[config.mk]
export PLATFORM = sky130hd
export DESIGN_NAME = stepper_sequencer
export DESIGN_NICKNAME = d
export VERILOG_FILES = /design/src/rtl/stepper_sequencer.sv
export SDC_FILE = /design/constraint.sdc
export NUM_CORES = 1
export LEC_CHECK = 0
export ABC_AREA = 1
export ABC_CLOCK_PERIOD_IN_PS = 5000
export BUFFER_PORTS_ARGS = -buffer_cell sky130_fd_sc_hd__buf_2
export CAP_MARGIN = 20
export CORE_UTILIZATION = 40
export DETAILED_ROUTE_END_ITERATION = 6
export PLACE_DENSITY_LB_ADDON = 0.08
export SLEW_MARGIN = 20
export SYNTH_ARGS = -nofsm -noshare
export SYNTH_HDL_FRONTEND = slang
export SYNTH_SLANG_ARGS = --single-unit
[constraint.sdc]
create_clock -name clk -period 5 [get_ports clk]
set_input_delay 0.75 -clock clk [delete_from_list [all_inputs] [get_ports clk]]
set_output_delay 0.75 -clock clk [all_outputs]
set_load 0.005 [all_outputs]
[src/rtl/stepper_sequencer.sv]
// stepper_sequencer: turns move commands into a 4-phase coil pattern for one
// stepper motor, tracks absolute position in half-steps, holds torque after a
// move and then de-energizes the coils. drive_out feeds step_drive drive_in.
module stepper_sequencer #(
  parameter int STEPS_W     = 16,
  parameter int PERIOD_W    = 24,
  parameter int POS_W       = 32,
  parameter int MIN_PERIOD  = 1000,
  parameter int MAX_PERIOD  = 1000000,
  parameter int HOLD_CYCLES = 500000
) (
  input  logic                clk,
  input  logic                rst_n,
  input  logic                cmd_valid,
  output logic                cmd_ready,
  input  logic [STEPS_W-1:0]  cmd_steps,
  input  logic                cmd_dir,
  input  logic                cmd_half,
  input  logic [PERIOD_W-1:0] cmd_period,
  input  logic                abort,
  output logic [3:0]          drive_out,
  output logic                busy,
  output logic                done,
  output logic                aborted,
  output logic [POS_W-1:0]    position,
  output logic [2:0]          phase_idx
);

  // One timer serves both the step period and the hold time.
  localparam int TIMER_MAX = (MAX_PERIOD > HOLD_CYCLES) ? MAX_PERIOD : HOLD_CYCLES;
  localparam int TIMER_W   = $clog2(TIMER_MAX + 1);

  localparam logic [PERIOD_W-1:0] MIN_P     = PERIOD_W'(MIN_PERIOD);
  localparam logic [PERIOD_W-1:0] MAX_P     = PERIOD_W'(MAX_PERIOD);
  localparam logic [TIMER_W-1:0]  HOLD_LOAD = TIMER_W'(HOLD_CYCLES - 1);

  typedef enum logic [1:0] {
    IDLE,
    RUN,
    HOLD
  } stateT;

  stateT                     state;
  logic [TIMER_W-1:0]        timer;
  logic [TIMER_W-1:0]        runReload;
  logic [STEPS_W-1:0]        remaining;
  logic                      runDir;
  logic                      runHalf;
  logic [3:0]                driveReg;
  logic [2:0]                phaseIdx;
  logic signed [POS_W-1:0]   posReg;
  logic                      doneReg;
  logic                      abortedReg;
  logic                      busyReg;

  logic                      accept;
  logic                      startNow;
  logic                      stepDir;
  logic                      stepHalf;
  logic [1:0]                stepMag;
  logic [2:0]                nextIdx;
  logic signed [POS_W-1:0]   stepDelta;
  logic signed [POS_W-1:0]   nextPos;
  logic [PERIOD_W-1:0]       periodClamped;

  function automatic logic [PERIOD_W-1:0] clampPeriod(input logic [PERIOD_W-1:0] raw);
    logic [PERIOD_W-1:0] res;
    res = raw;
    if (raw < MIN_P) res = MIN_P;
    else if (raw > MAX_P) res = MAX_P;
    return res;
  endfunction

  function automatic logic [3:0] coilPattern(input logic [2:0] idx);
    logic [3:0] pat;
    case (idx)
      3'd0:    pat = 4'b0001;
      3'd1:    pat = 4'b0011;
      3'd2:    pat = 4'b0010;
      3'd3:    pat = 4'b0110;
      3'd4:    pat = 4'b0100;
      3'd5:    pat = 4'b1100;
      3'd6:    pat = 4'b1000;
      default: pat = 4'b1001;
    endcase
    return pat;
  endfunction

  // Full-step from an even (single-coil) entry moves 1 so it lands on a
  // two-phase entry; from there on it moves 2 to stay on two-phase entries.
  function automatic logic [1:0] stepSize(input logic [2:0] idx, input logic half);
    logic [1:0] sz;
    if (half) sz = 2'd1;
    else if (idx[0]) sz = 2'd2;
    else sz = 2'd1;
    return sz;
  endfunction

  // A command may start from IDLE or HOLD, never while a step is in progress;
  // abort and reset both block acceptance.
  assign cmd_ready     = rst_n && !abort && (state != RUN);
  assign accept        = cmd_valid && cmd_ready;
  assign startNow      = accept && (cmd_steps != '0);
  assign periodClamped = clampPeriod(cmd_period);

  // Next table index and position for a step, using the new command's
  // direction/mode when starting and the latched ones while running.
  always_comb begin
    stepDir  = runDir;
    stepHalf = runHalf;
    if (state != RUN) begin
      stepDir  = cmd_dir;
      stepHalf = cmd_half;
    end
    stepMag   = stepSize(phaseIdx, stepHalf);
    nextIdx   = stepDir ? (phaseIdx + {1'b0, stepMag}) : (phaseIdx - {1'b0, stepMag});
    stepDelta = POS_W'(stepMag);
    if (!stepDir) stepDelta = -stepDelta;
    nextPos   = posReg + stepDelta;
  end

  // Sequencer FSM: accept/abort handling, step timing, hold and de-energize.
  always_ff @(posedge clk) begin
    if (!rst_n) begin
      state      <= IDLE;
      timer      <= '0;
      remaining  <= '0;
      driveReg   <= 4'b0000;
      phaseIdx   <= 3'd0;
      posReg     <= '0;
      doneReg    <= 1'b0;
      abortedReg <= 1'b0;
      busyReg    <= 1'b0;
    end else begin
      doneReg    <= 1'b0;
      abortedReg <= 1'b0;
      if (startNow) begin
        // First step goes out with the accept; a HOLD is taken over silently.
        state     <= RUN;
        busyReg   <= 1'b1;
        phaseIdx  <= nextIdx;
        driveReg  <= coilPattern(nextIdx);
        posReg    <= nextPos;
        timer     <= TIMER_W'(periodClamped - PERIOD_W'(1));
        runReload <= TIMER_W'(periodClamped - PERIOD_W'(1));
        remaining <= cmd_steps - STEPS_W'(1);
        runDir    <= cmd_dir;
        runHalf   <= cmd_half;
      end else if (abort && (state != IDLE)) begin
        state      <= IDLE;
        busyReg    <= 1'b0;
        driveReg   <= 4'b0000;
        doneReg    <= 1'b1;
        abortedReg <= 1'b1;
      end else begin
        // Zero-step command: report completion, leave motion state alone.
        if (accept) doneReg <= 1'b1;
        unique case (state)
          RUN: begin
            if (timer == '0) begin
              if (remaining != '0) begin
                phaseIdx  <= nextIdx;
                driveReg  <= coilPattern(nextIdx);
                posReg    <= nextPos;
                timer     <= runReload;
                remaining <= remaining - STEPS_W'(1);
              end else begin
                state <= HOLD;
                timer <= HOLD_LOAD;
              end
            end else begin
              timer <= timer - TIMER_W'(1);
            end
          end
          HOLD: begin
            if (timer == '0) begin
              state    <= IDLE;
              busyReg  <= 1'b0;
              driveReg <= 4'b0000;
              doneReg  <= 1'b1;
            end else begin
              timer <= timer - TIMER_W'(1);
            end
          end
          default: ;
        endcase
      end
    end
  end

  assign drive_out = driveReg;
  assign busy      = busyReg;
  assign done      = doneReg;
  assign aborted   = abortedReg;
  assign position  = posReg;
  assign phase_idx = phaseIdx;

endmodule

==> results_dict.tcl, run 1 <==
set metrics [dict create \
    grt_pass1_wl_mm 36.7 \
    design_area_mm2 0.00909 \
    clockBufferDepth 2 \
    vias_per_cell 5.04 \
    hold_depth 2 \
    ir_drop_mv 0.184 \
    synthAdderAreaFrac_pct 7.06 \
    crit_arrival_ns 4.13 \
    postCtsSetupBuffers 0 \
    synth_area_mm2 0.00819 \
    postPlaceCellArea_mm2 0.00880 \
    crit_required_ns 5.29 \
    slew_violations 0 \
    busiest_layer "met2" \
    use_met2_pct 37.0 \
    met1_usage_pct 27.3 \
    dpl_worst_slack_ns 1.16 \
    critPathMaxFanout 31 \
    cts.sinks 102 \
    syn_area_per_cell_um2 6.76 \
    fp.dieW_um 145 \
    antenna_left 0 \
    power.density_mw_per_mm2 315 \
    final_nets 1375 \
    dpl.cell_count 1538 \
    rows 51 \
    status "complete, no violations" \
    antenna_found_initial 0 \
    drv_cap 0 \
    skew_ns 0.00783 \
    synth_edf_count 22 \
    seq_area_mm2 0.00226 \
    portBuffers 88 \
    reg2reg_depth 21 \
    holdCritStartpoint "drive_out[0]$_SDFFE_PN0P_" \
    grt_max_degree 86 \
    yosysSeqAreaShare_pct 27.6 \
    ys_seq_elements 102 \
    period_minus_slack_ns 3.83 \
    hpwl_mm 16.7 \
    instances_no_fill 1554 \
    async_reset_ff_share_pct 0 \
    cts_buffers 9 \
    gp_congestion 0.902 \
    grt_pass1_vias 7506 \
    clk_latency_ns 0.36 \
    synth_xor_area_share_pct 4.90 \
    reg2reg_from "state[1]$_SDFFE_PP0P_" \
    synth_top_family_by_area "simple AND/OR/NAND/NOR gates" \
    htreeDepth 3 \
    pin_count 89 \
    synth_simple_gate_area_share_pct 30.9 \
    ys_warn_count 0 \
    setup_viol 0 \
    rsz0062_at_grt "no" \
    cts.clk_slew.worst_paths_ns 0.07 \
    timing.final.ws_setup_ns 1.17 \
    cts_resized 0 \
    min-delay-path-class "register to register" \
    synthMuxAreaShare_pct 0.122 \
    min_to "drive_out[0]$_SDFFE_PN0P_" \
    overflow 0 \
    wl_per_cell_um 14.1 \
    yosysUniqueCellTypes 62 \
    syn-num-nets 1303 \
    r2r_setup_slack_ns 1.17 \
    layout-drive-gt1-share_pct 12.9 \
    dieHeight_um 145 \
    mostFrequentLayoutCells "nand2_1, inv_1, nor2_1, a21oi_1, buf_2" \
    num_antenna_cells 0 \
    crit_type "register to register" \
    routed_wl_mm 21.8 \
    hold_slack_ns 0.468 \
    gr-usage-all-layers_pct 21.3 \
    tightest_slew_ns 0.762 \
    p_leak_nw 4.43 \
    synthFlopType "dfxtp_1" \
    timing.fmax_mhz 261 \
    fin_tns_setup_ns 0 \
    slew_headroom_pct 49.2 \
    final_common_cell "nand2_1" \
    syn_inst 1212 \
    die-area_mm2 0.0211 \
    core_mm2 0.0198 \
    start_kind "register" \
    area_growth_pct 11.0 \
    vias 7829 \
    firstDrtPassIters 4 \
    finalHoldViolCount 0 \
    cts-hold-fix-buffers 0 \
    r2r-end "position[31]$_SDFFE_PN0P_" \
    start_util_pct 41.4 \
    period_share_pct 76.7 \
    multi_input_area_mm2 0.00506 \
    end_kind "register" \
    drc 0 \
    cts_tree "built" \
    cts_root_buf "clkbuf_16" \
    first_iter_violations 376 \
    grt_util_met3_pct 3.02 \
    fillers 2111 \
    synth_compound_area_share_pct 18.7 \
]
## routing by layer
layer  share of wire (%)  wire length [um]
met2                  48             10500
met5                   0                 0
met4                 1.3               278
met1                  48             10400
met3                 3.0               659
## critical path, cell delays in order, from the launching register on
cell      delay, ns
dfxtp_1        0.33
inv_1          0.07
ha_1           0.31
inv_1          0.12
or2_2          0.29
o21ai_2        0.08
buf_4          0.37
inv_1          0.07
nand2_1        0.17
ha_1           0.18
a21oi_1        0.06
nand2_1        0.12
nand4_1        0.10
nand2_1        0.18
a21boi_0       0.17
o21ai_0        0.53
nand4_1        0.21
nand2_1        0.11
nand2_1        0.05
nand2_1        0.05
nand2_1        0.04
a21oi_1        0.14
## synth_stat cells, types with 6 or more instances
master    count  area (um^2)
xnor2_1      17          149
a21oi_1      95          475
o211ai_1     16          120
a22oi_1       9         67.6
nand3b_1      6         45.0
nand3_1      70          350
nor2_1      137          514
ha_1         43          538
nor3_1       17         85.1
o21ai_1      11         55.1
nand4_1      21          131
o22ai_1       7         43.8
buf_2        10         50.1
nand3_2       6         60.1
o21ai_0      83          415
clkbuf_1     14         52.6
edfxtp_1     22          661
inv_1       173          649
and2_1        7         43.8
nor2_2       12         75.1
o221ai_1      7         61.3
dfxtp_1      80         1600
o21bai_1     10         75.1
xor2_1       27          236
nand2_1     236          886
nand2_2       7         43.8
## stage by stage
stage,utilization (%),power (W)
after detailed placement,44.5,0.00216
after global placement,44.5,0.00216
after floorplan,-,0.00187
final,45.9,0.00286
after CTS,45.9,0.00288
after global routing,45.9,0.00309
## final cells by class
cell class / instances / share of cell area (%)
Multi-Input combinational cell: 900 / 55.7
Sequential cell: 102 / 24.9
Inverter: 178 / 7.38
Timing Repair Buffer: 93 / 5.26
Tap cell: 265 / 3.65
Clock buffer: 12 / 2.60
Clock inverter: 4 / 0.537
## state kept, by name, indices dropped and copies added (netlist names)
name	flops
phase_idx	3
state	2
runReload	20
done	1
runHalf	1
position	32
remaining	16
runDir	1
timer	20
busy	1
aborted	1
drive_out	4
## worst max-delay path by stage
stage                     slack, ns                        end                  start
after CTS                      1.13  position[31]$_SDFFE_PN0P_  state[1]$_SDFFE_PP0P_
after floorplan                1.06  position[17]$_SDFFE_PN0P_                cmd_dir
final                          1.17  position[31]$_SDFFE_PN0P_  state[1]$_SDFFE_PP0P_
after global placement         1.32  position[31]$_SDFFE_PN0P_  state[1]$_SDFFE_PP0P_
after detailed placement       1.16  position[31]$_SDFFE_PN0P_  state[1]$_SDFFE_PP0P_
after global routing           0.70  position[17]$_SDFFE_PN0P_  state[1]$_SDFFE_PP0P_
## logic make-up after synthesis
kind of cell               Yosys count
AOI/OAI and AO/OA                  264
xor gates and xnor gates            45
adders and majority gates           45
buffers and inverters              210
DFF                                102
muxes                                1
and+or+nand+nor                    545
## where the power goes
part,internal (W),leakage (nW),switching [W]
Sequential,0.000919,0.857,0.0000611
Combinational,0.000421,3.44,0.000746
Clock,0.000389,0.141,0.000323
Total,0.00173,4.43,0.00113
No activity file was read; power rests on OpenSTA's default activity.
==> inputs of run 2 (changes only) <==
ABC_CLOCK_PERIOD_IN_PS = 3900   (was 5000)
clock period = 3.9 ns   (was 5 ns; I/O delays follow)
==> results_dict.tcl, run 2 (same netlist as run 1, synthesis figures left out) <==
set metrics [dict create \
    num_antenna_cells 0 \
    postCtsSetupBuffers 0 \
    design_area_mm2 0.00911 \
    final_nets 1379 \
    vias 7835 \
    area_growth_pct 11.3 \
    fp.dieW_um 145 \
    drc 0 \
    wl_per_cell_um 14.1 \
    largest_reg_flops 32 \
    fin_tns_setup_ns 0 \
    path_delay_family "compound AO/OA/AOI/OAI gates" \
    firstDrtPassIters 4 \
    first_iter_violations 399 \
    end_kind "register" \
    die-area_mm2 0.0211 \
    cts_root_buf "clkbuf_16" \
    dieHeight_um 145 \
    drv_cap 0 \
    cts.sinks 102 \
    antenna_found_initial 0 \
    setup_viol 0 \
    htreeDepth 3 \
    cts_tree "built" \
    p_leak_nw 4.45 \
    grt_max_degree 55 \
    tightest_slew_ns 0.807 \
    overflow 0 \
    grt_pass1_vias 7665 \
    crit_path_top_delay_cell "dfxtp_1" \
    clk_latency_ns 0.36 \
    power.density_mw_per_mm2 400 \
    fillers 2154 \
    gp_congestion 0.890 \
    cts.clk_slew.worst_paths_ns 0.08 \
    gr-usage-all-layers_pct 21.5 \
    period_share_pct 88.7 \
    cp_slowest_stage_delay_ns 0.33 \
    core_mm2 0.0198 \
    min-delay-path-class "input pin to register" \
    path_cells "inv_1, ha_1, inv_1, or2_2, o21ai_2, buf_4, ha_1, a21oi_1, o21ai_0, a21oi_1, nand3_1, a21oi_1, nor2_1, nand3b_1, o211ai_1, inv_1" \
    crit_type "register to register" \
    vias_per_cell 5.03 \
    mostFrequentLayoutCells "nand2_1, inv_1, nor2_1, a21oi_1, buf_2" \
    slew_headroom_pct 46.1 \
    ir_drop_mv 0.214 \
    start_util_pct 41.4 \
    hpwl_mm 17.1 \
    antenna_left 0 \
    finalHoldViolCount 0 \
    crit_required_ns 4.16 \
    postPlaceCellArea_mm2 0.00883 \
    skew_ns 0.0104 \
    clockBufferDepth 2 \
    final_common_cell "nand2_1" \
    start_kind "register" \
    layout-drive-gt1-share_pct 13.3 \
    rows 51 \
    hold_slack_ns 0.442 \
    grt_pass1_wl_mm 37.1 \
    crit_arrival_ns 3.71 \
    status "complete, no violations" \
    rsz0062_at_grt "no" \
    portBuffers 88 \
    crit_buf_inv 4 \
    timing.fmax_mhz 289 \
    critPathMaxFanout 18 \
    cts_buffers 9 \
    pin_count 89 \
    routed_wl_mm 22.0 \
    slew_violations 0 \
    period_minus_slack_ns 3.46 \
]
==> run 2: what timing repair did <==
action | CTS | global route
hold buffers | 0 | 0
setup endpoints to repair | 0 | 1
resized for setup | 0 | 1
hold endpoints to repair | 0 | 0
==> run 2: area by class of cell <==
class | count | area, um^2 | area share (%)
multi-input combinational | 900 | 5060 | 55.5
timing repair buffer | 97 | 508 | 5.57
tap | 265 | 332 | 3.64
inverter | 178 | 671 | 7.36
clock buffer | 9 | 225 | 2.47
clock inverter | 7 | 55.1 | 0.604
sequential | 102 | 2260 | 24.8
==> run 2: through the flow <==
step / cells / worst slack, ns / util, % / power, W
CTS: 1558 / 0.386 / 46.1 / 0.00368
global placement: 1542 / 0.511 / 44.6 / 0.00277
global route: 1558 / 0.0967 / 46.1 / 0.00394
detailed placement: 1542 / 0.411 / 44.6 / 0.00278
finish: 1558 / 0.442 / 46.1 / 0.00364
floorplan: 1212 / 0.0499 / - / 0.00240
==> run 2: layer usage <==
metal	vias to the layer above	GRT usage [%]	wire, um
met2	111	38.2	10700
met1	3543	27.3	10400
met3	19	2.77	628
met4	0	5.16	268
met5	-	0	0
li1	4162	-	-
==> run 2: worst paths after layout <==
kind / to / cells after the start / start / slack, ns
setup reg to reg: position[27]$_SDFFE_PN0P_ / 16 / state[1]$_SDFFE_PP0P_ / 0.44
setup / recovery: position[27]$_SDFFE_PN0P_ / 16 / state[1]$_SDFFE_PP0P_ / 0.44
hold reg to reg: drive_out[2]$_SDFFE_PN0P_ / 2 / drive_out[2]$_SDFFE_PN0P_ / 0.47
hold / removal: runHalf$_DFFE_PP_ / 1 / cmd_half / 0.44
==> run 2: where the power goes <==
| part | total (W) | switching [W] | internal [W] |
|---|---|---|---|
| registers | 0.00126 | 0.0000784 | 0.00118 |
| logic | 0.00149 | 0.000951 | 0.000543 |
| clock network | 0.000890 | 0.000447 | 0.000443 |
| total | 0.00364 | 0.00148 | 0.00216 |
==> inputs of run 3 (changes only) <==
ABC_CLOCK_PERIOD_IN_PS = 3600   (was 3900)
GPL_TIMING_DRIVEN = 0   (was not set)
clock period = 3.6 ns   (was 3.9 ns; I/O delays follow)
==> results_dict.tcl, run 3 (same netlist as run 1, synthesis figures left out) <==
set metrics [dict create \
    tightest_slew_ns 0.695 \
    design_area_mm2 0.00935 \
    layout-drive-gt1-share_pct 13.8 \
    fin_tns_setup_ns 0 \
    first_iter_violations 443 \
    gr-usage-all-layers_pct 22.6 \
    overflow 0 \
    core_mm2 0.0198 \
    antenna_found_initial 0 \
    ir_drop_mv 0.245 \
    portBuffers 86 \
    finalHoldViolCount 0 \
    final_common_cell "nand2_1" \
    setup_viol 0 \
    crit_required_ns 3.84 \
    gp_congestion 0.896 \
    dpl_worst_slack_ns -0.251 \
    postPlaceCellArea_mm2 0.00899 \
    intPower_w 0.00250 \
    timing.final.ws_setup_ns 0.241 \
    rows 51 \
    cts_buffers 9 \
    p_leak_nw 4.55 \
    mostFrequentLayoutCells "nand2_1, inv_1, nor2_1, buf_2, a21oi_1" \
    cts_tree "built" \
    pin_count 89 \
    cp_slowest_stage_delay_ns 0.33 \
    cp-startpoint "state[1]$_SDFFE_PP0P_" \
    vias_per_cell 5.15 \
    wl_per_cell_um 14.9 \
    period_minus_slack_ns 3.36 \
    period_share_pct 93.3 \
    cts.sinks 102 \
    htreeDepth 3 \
    vias 8145 \
    crit_type "register to register" \
    area_growth_pct 14.1 \
    slew_headroom_pct 53.7 \
    clk_latency_ns 0.35 \
    min-delay-path-class "input pin to register" \
    final_util_pct 47.3 \
    netSwitchingFraction_pct 38.9 \
    hold_slack_ns 0.389 \
    largest_reg_flops 32 \
    power.density_mw_per_mm2 437 \
    pwr-share-clk_pct 25.4 \
    timing.fmax_mhz 298 \
    start_util_pct 41.4 \
    slew_violations 0 \
    grt_pass1_vias 7710 \
    start_kind "register" \
    drc 0 \
    reg2reg_from "state[1]$_SDFFE_PP0P_" \
    cts.clk_slew.worst_paths_ns 0.07 \
    crit_arrival_ns 3.60 \
    routed_wl_mm 23.5 \
    dieHeight_um 145 \
    p_comb_share_pct 41.3 \
    drv_cap 0 \
    holdCritStartpoint "cmd_half" \
    crit_path_top_delay_cell "dfxtp_1" \
    cts_root_buf "clkbuf_16" \
    die-area_mm2 0.0211 \
    skew_ns 0.00642 \
    critPathMaxFanout 18 \
    firstDrtPassIters 5 \
    end_kind "register" \
    path_cells "inv_1, ha_2, inv_1, or2_2, o21ai_4, buf_16, ha_1, a21oi_1, o21ai_0, a21oi_1, nand3_1, a21oi_1, nor2_1, nand3b_1, o211ai_1, inv_1" \
    antenna_left 0 \
    switchingPower_w 0.00159 \
    num_antenna_cells 0 \
    final_nets 1403 \
    seq_power_share_pct 33.4 \
    hpwl_mm 18.6 \
    fp.dieW_um 145 \
    status "complete, no violations" \
    grt_max_degree 32 \
    clockBufferDepth 2 \
    grt_pass1_wl_mm 38.6 \
]
-- run 3: changes by cell type in the layout (fill, tap and decap cells not counted), moves of 2 or more --
cell | previous run | this run
bufinv_16 | 0 | 2
buf_2 | 88 | 96
buf_12 | 0 | 3
buf_6 | 0 | 5
clkinv_1 | 1 | 3
inv_6 | 3 | 0
buf_4 | 9 | 1
clkbuf_1 | 0 | 15
-- run 3: layer usage --
layer  part of all wire (%)  up-vias  global-route usage, %  routed length (um)
met2                     48      154                   40.0               11400
met1                     47     3753                   28.8               11000
met4                    1.2        0                   5.32                 291
li1                       -     4218                      -                   -
met3                    3.5       20                   3.08                 819
met5                      0        -                      0                   0
-- run 3: worst max-delay path: cells and delay by family, from the launching register on --
| kind | cells | cell delay [ns] |
|---|---|---|
| AO/OA/AOI/OAI | 6 | 1.15 |
| AND/OR/NAND/NOR | 4 | 0.74 |
| adder cells (fa/ha/maj) | 2 | 0.59 |
| buffers and inverters | 4 | 0.44 |
| flip-flops | 1 | 0.33 |
-- run 3: area by class of cell --
type,instances,area [um^2]
buffer,32,201
clock buffer,10,229
clock inverter,6,76.3
fill,2152,10400
inverter,178,671
multi-input combinational,900,5080
sequential,102,2260
tap,265,332
timing repair buffer,89,498
-- run 3: path summary, 6_finish.rpt --
kind	endpoint	slack, ns	depth (start not counted)
worst min register to register	drive_out[3]$_SDFFE_PN0P_	0.48	2
worst max register to register	position[27]$_SDFFE_PN0P_	0.24	16
worst max-delay path	position[27]$_SDFFE_PN0P_	0.24	16
worst min-delay path	runHalf$_DFFE_PP_	0.39	1
-- run 3: through the flow --
step,total power (W),cells
final,0.00409,1582
after detailed placement,0.00305,1564
after global placement,0.00303,1563
after CTS,0.00410,1580
after floorplan,0.00260,1212
after global routing,0.00439,1582
-- run 3: repair_timing --
action | CTS | global route
cloned | 0 | 0
setup endpoints to repair | 4 | 10
setup buffers | 0 | 2
gates resized for setup | 3 | 3
hold endpoints to repair | 0 | 0
hold buffers | 0 | 0
-- run 3: power by group through the flow --
stage | Combinational [W] | Clock (W) | Sequential (W)
after floorplan | 0.00123 | 0 | 0.00137
after global placement | 0.00165 | 0 | 0.00139
after detailed placement | 0.00166 | 0 | 0.00139
after CTS | 0.00167 | 0.00106 | 0.00136
after global routing | 0.00191 | 0.00111 | 0.00138
final | 0.00169 | 0.00104 | 0.00136
